$ cat config.mk
export PLATFORM = sky130hd
export DESIGN_NAME = beat_sequencer
export DESIGN_NICKNAME = d
export VERILOG_FILES = /design/src/rtl/beat_sequencer.sv
export SDC_FILE = /design/constraint.sdc
export NUM_CORES = 1
export LEC_CHECK = 0
export BUFFER_PORTS_ARGS = -buffer_cell sky130_fd_sc_hd__buf_4
export CORE_MARGIN = 10
export CORE_UTILIZATION = 40
export CTS_CLUSTER_SIZE = 40
export DETAILED_ROUTE_END_ITERATION = 16
export HOLD_SLACK_MARGIN = 0.15
export PLACE_DENSITY_LB_ADDON = 0.25
export SYNTH_ARGS = -nofsm -noshare
export SYNTH_HDL_FRONTEND = slang
export SYNTH_SLANG_ARGS = --single-unit
$ cat constraint.sdc
create_clock -name clk -period 5.2 [get_ports clk]
set_input_delay 1.04 -clock clk [delete_from_list [all_inputs] [get_ports clk]]
set_output_delay 1.04 -clock clk [all_outputs]
set_load 0.1 [all_outputs]
$ cat src/rtl/beat_sequencer.sv
// beat_sequencer: beat divider and song-position sequencer for RUN/PAUSE playback
//   clk, rst        : clock, synchronous active-high reset
//   mode            : game mode (IDLE=1 EDIT=2 DIFF=3 RUN=4 PAUSE=5 FINISH=6)
//   diff_speed      : clk cycles per beat, latched as max(diff_speed,2) at start
//   notes1, notes2  : note tracks, bit i = note at song position i
//   loop_en         : present only with BEAT_SEQ_LOOP_EN; wraps the song instead of draining
//   beat_tick       : one-cycle strobe per beat
//   note_valid      : note_out valid (beat in play or drain)
//   note_out        : {notes2[pos], notes1[pos]} on play beats, 0 otherwise
//   position        : current song index
//   active          : lead-in, play, paused or drain
//   finish          : registered one-cycle end-of-song pulse
module beat_sequencer #(
    parameter int SONG_LEN   = 32,
    parameter int LANE_LEN   = 7,
    parameter int LEAD_BEATS = 4,
    parameter int CNT_W      = 23
) (
    input  logic                        clk,
    input  logic                        rst,
    input  logic [2:0]                  mode,
    input  logic [CNT_W-1:0]            diff_speed,
    input  logic [SONG_LEN-1:0]         notes1,
    input  logic [SONG_LEN-1:0]         notes2,
`ifdef BEAT_SEQ_LOOP_EN
    input  logic                        loop_en,
`endif
    output logic                        beat_tick,
    output logic                        note_valid,
    output logic [1:0]                  note_out,
    output logic [$clog2(SONG_LEN)-1:0] position,
    output logic                        active,
    output logic                        finish
);
    localparam int PW = $clog2(SONG_LEN);
    localparam int LW = $clog2(LEAD_BEATS + 1);
    localparam int DW = $clog2(LANE_LEN + 1);
    localparam logic [2:0] M_RUN   = 3'd4;
    localparam logic [2:0] M_PAUSE = 3'd5;

    typedef enum logic [2:0] {S_IDLE, S_LEADIN, S_PLAY, S_PAUSED, S_DRAIN, S_DONE} state_t;

    state_t           state, state_n, resume, resume_n, eff;
    logic [CNT_W-1:0] period, period_n, div, div_n;
    logic [PW-1:0]    pos_n;
    logic [LW-1:0]    lead, lead_n;
    logic [DW-1:0]    drain, drain_n;
    logic             finish_n, run, pause, wrap, tick, last, loop;

`ifdef BEAT_SEQ_LOOP_EN
    assign loop = loop_en;
`else
    assign loop = 1'b0;
`endif

    assign run   = mode == M_RUN;
    assign pause = mode == M_PAUSE;
    assign wrap  = div == period - CNT_W'(1);
    assign last  = position == PW'(SONG_LEN - 1);
    // A paused sequencer seeing RUN behaves as its resume state in that same
    // cycle, so a beat held off by pause fires on the first RUN cycle.
    assign eff   = (state == S_PAUSED && run) ? resume : state;
    assign tick  = (eff inside {S_LEADIN, S_PLAY, S_DRAIN}) && run && wrap;

    assign beat_tick  = tick;
    assign note_valid = tick && (eff == S_PLAY || eff == S_DRAIN);
    assign note_out   = (tick && eff == S_PLAY) ? {notes2[position], notes1[position]} : 2'b00;
    assign active     = state inside {S_LEADIN, S_PLAY, S_PAUSED, S_DRAIN};

    always_comb begin
        state_n  = eff;
        resume_n = resume;
        period_n = period;
        div_n    = div;
        pos_n    = position;
        lead_n   = lead;
        drain_n  = drain;
        finish_n = 1'b0;
        case (eff)
            S_IDLE: begin
                if (run) begin
                    state_n  = S_LEADIN;
                    period_n = diff_speed < CNT_W'(2) ? CNT_W'(2) : diff_speed;
                    div_n    = '0;
                    pos_n    = '0;
                    lead_n   = '0;
                end
            end
            S_LEADIN, S_PLAY, S_DRAIN: begin
                if (pause) begin
                    state_n  = S_PAUSED;
                    resume_n = eff;
                end else if (!run) begin
                    state_n = S_IDLE;
                    pos_n   = '0;
                end else begin
                    div_n = wrap ? '0 : div + CNT_W'(1);
                    if (tick && eff == S_LEADIN) begin
                        lead_n = lead + LW'(1);
                        if (lead == LW'(LEAD_BEATS - 1))
                            state_n = S_PLAY;
                    end else if (tick && eff == S_PLAY) begin
                        if (!last)
                            pos_n = position + PW'(1);
                        else if (loop)
                            pos_n = '0;
                        else begin
                            state_n = S_DRAIN;
                            drain_n = '0;
                        end
                    end else if (tick) begin
                        drain_n = drain + DW'(1);
                        if (drain == DW'(LANE_LEN - 1)) begin
                            finish_n = 1'b1;
                            state_n  = S_DONE;
                            pos_n    = '0;
                        end
                    end
                end
            end
            S_PAUSED: begin
                if (!pause) begin
                    state_n = S_IDLE;
                    pos_n   = '0;
                end
            end
            S_DONE: begin
                if (!run)
                    state_n = S_IDLE;
            end
            default: state_n = S_IDLE;
        endcase
    end

    always_ff @(posedge clk) begin
        if (rst) begin
            state    <= S_IDLE;
            resume   <= S_IDLE;
            period   <= '0;
            div      <= '0;
            position <= '0;
            lead     <= '0;
            drain    <= '0;
            finish   <= 1'b0;
        end else begin
            state    <= state_n;
            resume   <= resume_n;
            period   <= period_n;
            div      <= div_n;
            position <= pos_n;
            lead     <= lead_n;
            drain    <= drain_n;
            finish   <= finish_n;
        end
    end
endmodule
==> out/qor.yml <==
setup_path:
  cp.required_ns: 4.16
  critPathMaxStageDelay_ns: 0.57
  critPathMostFrequentCell: "or4b_4"
  critical_path_class: "reg -> out"
  worst_setup_path_start_kind: "flip-flop"
  crit_chain: "inv_1, ha_1, nor3b_1, nand4_1, nor4_1, xnor2_1, or4b_4, or4b_4, nor2_1, buf_4"
  end_kind: "output port"
  arrival_ns: 3.79
  cp_slowest_cell: "or4b_4"
  crit_path_max_fanout: 9
floorplanning:
  core_um2: 11030
  die-area_um2: 16110
  dieHeight_um: 126.9
  initial_core_util: 0.4147
  rows: 38
  die_w_um: 126.9
  io_pins: 103
placement:
  port_buffers: 102
  dp_hpwl_mm: 10.69
  postPlaceCellArea_um2: 5429
  dpl.cell_count: 768
  place.gp.congestion: 0.9612
synthesis:
  ys_seq_area_frac: 0.2801
  avgSynthCellArea_um2: 8.242
  synth_top_area_cell: "dfxtp_1"
  synth_common_cells: "nand2_1 (73), dfxtp_1 (64), nor2_1 (55)"
  yosysTopAreaCellShare: 0.2801
  synth_most_common_cell: "nand2_1"
  synth_ff_type: "dfxtp_1"
  syn-instance-count: 555
  synth_edf_count: 0
  synthTopCellsByArea: "dfxtp_1 (28%), mux4_2 (9.8%), nand2_1 (6.0%)"
  netlist_area_um2: 4574
  async_flop_share: 0
  ys_ff_latch: 64
  synth_nets: 655
  synth.distinct_cells: 65
  yosysWarnings: 0
global_route:
  grt_max_degree: 46
  antenna_found_initial: 0
  grt_pass1_wl_mm: 23.02
  grtUsageMet3: 0.02957
  grt-ovfl-total: 0
  gr-usage-met1: 0.2226
  grt_use_met2: 0.2767
  grt.busiest_layer: "met2"
  grt_use_total: 0.1694
  grt_pass1_vias: 4580
routing:
  first_pass_iters: 5
  num_vias: 4546
  route.detailed.drc: 0
  drtAntennaViolNets: 0
  vias_per_cell: 5.798
  wl_mm: 13.66
  drtIter0Drc: 470
  wl_per_cell_um: 17.42
power_and_ir_drop:
  swShare: 0.2506
  p_clk_frac: 0.474
  pwr-share-seq: 0.372
  switchingPower_mw: 0.3437
  leakage_nw: 2.187
  p_int_mw: 1.028
  combPwrFrac: 0.154
  power_density_nw_per_um2: 238.5
  irDropWorstVdd_uv: 146.6
timing:
  rsz0062_at_grt: "no"
  worst_pin_slew_ns: 1.066
  skew_ns: 0.007596
  timing.final.crit_share: 0.9297
  max_freq_mhz: 206.9
  finalSetupViolations: 0
  whs_ns: 0.4658
  hold_viol: 0
  drv_slew: 0
  post-route-min-period_ns: 4.834
  slew_headroom: 0.2884
finish:
  final_area_um2: 5749
  drive_gt1_frac: 0.2484
  n_antenna_cell: 0
  syn_to_final_growth_pct: 25.68
  finalNonFillerCells: 784
  final_nets: 739
clock_tree:
  cts-root-buf: "clkbuf_16"
  clk_latency_ns: 0.33
  post_cts_buffers: 0
  postCtsHoldBufs: 0
  cts_tree: "yes"
  cts_buffer_depth: 2
  post_cts_resized: 0
  cts-buffers-inserted: 9
  cts.sinks: 64
  path_clk_slew_ns: 0.06
  htree_levels: 3
run:
  maxCapViolCount: 0
run_status:
  status: "complete, no violations"
hold_path:
  hp-class: "reg -> reg"
-- state kept, by name (all words and copies together), names as in the netlist --
name	cells
resume	3
period	23
position	5
finish	1
drain	3
state	3
div	23
lead	3
-- critical path, delay by kind of cell (launching register included) --
kind          cells  cell delay, ns
xor+xnor          1            0.19
buf+inv           2            0.39
flops             1            0.38
fa+ha+maj         1            0.34
simple gates      6            2.15
-- cells by family (layout without fill, tap and decap cells) --
logic type               Yosys count  after routing  share of synthesized area
adder cells (fa/ha/maj)            8              8                    0.02188
buffers and inverters             43            132                    0.03884
multiplexers                      28             28                     0.1165
AO/OA/AOI/OAI                    101            101                     0.1436
flip-flops                        64             64                     0.2801
XOR/XNOR                          55             55                     0.1053
AND/OR/NAND/NOR                  256            256                     0.2938
-- metrics by stage --
step | power [mW] | util | TNS [ns] | setup slack (ns)
after floorplan | 0.6468 | - | -0.09044 | -0.09044
after global placement | 0.7234 | 0.4922 | 0 | 0.6004
after detailed placement | 0.7282 | 0.4922 | 0 | 0.5312
after CTS | 1.374 | 0.5212 | 0 | 0.3839
after global routing | 1.421 | 0.5212 | 0 | 0.03969
final | 1.371 | 0.5212 | 0 | 0.3657
-- power by group through the flow --
stage | sequential [mW] | combinational [mW] | clock (mW)
6_report | 0.510 | 0.211 | 0.650
5_1_grt | 0.512 | 0.234 | 0.675
4_1_cts | 0.510 | 0.209 | 0.654
3_5_place_dp | 0.521 | 0.208 | 0
3_3_place_gp | 0.520 | 0.203 | 0
2_1_floorplan | 0.514 | 0.132 | 0
-- cell usage in the layout, fill, tap and decap left out, types with 4 or more instances in the layout --
master and n:
nand4_1 15, nand3b_1 7, xor2_1 27, nor3_1 16, dfxtp_1 64, and4_1 7, nand2b_1 7, or3_1 4
nor2_1 55, nor4_1 14, clkbuf_16 9, a211oi_1 4, and3_1 10, inv_1 10, o21ai_0 11, o31a_1 4
mux4_2 20, xnor2_1 28, a21oi_1 43, mux2i_1 6, or4_1 4, buf_4 106, nand3_1 15, ha_1 8
nor2b_1 7, nand2_1 73
-- layer usage --
metal	up-vias	wire (um)
met5	-	0
met4	0	225
met3	19	744
met2	141	6590
met1	2181	6096
li1	2205	-
-- path summary, 6_finish.rpt --
path / startpoint / endpoint / slack [ns] / depth (start not counted)
max: period[0]$_SDFFE_PP0P_ / note_out[0] / 0.37 / 10
min: lead[2]$_SDFFE_PP0P_ / lead[2]$_SDFFE_PP0P_ / 0.47 / 2
max reg2reg: period[0]$_SDFFE_PP0P_ / position[3]$_SDFFE_PP0P_ / 1.68 / 10
min reg2reg: lead[2]$_SDFFE_PP0P_ / lead[2]$_SDFFE_PP0P_ / 0.47 / 2
-- cell type report --
class	count	area, um^2
fillers	1039	5281
multi-input cells	448	3139
flip-flops and latches	64	1281
repair buffers	106	795.8
clock buffers	9	225.2
well taps	140	175.2
clock inverters	7	95.09
inverters	10	37.54
Note: power is estimated with default switching activity, not from simulation.
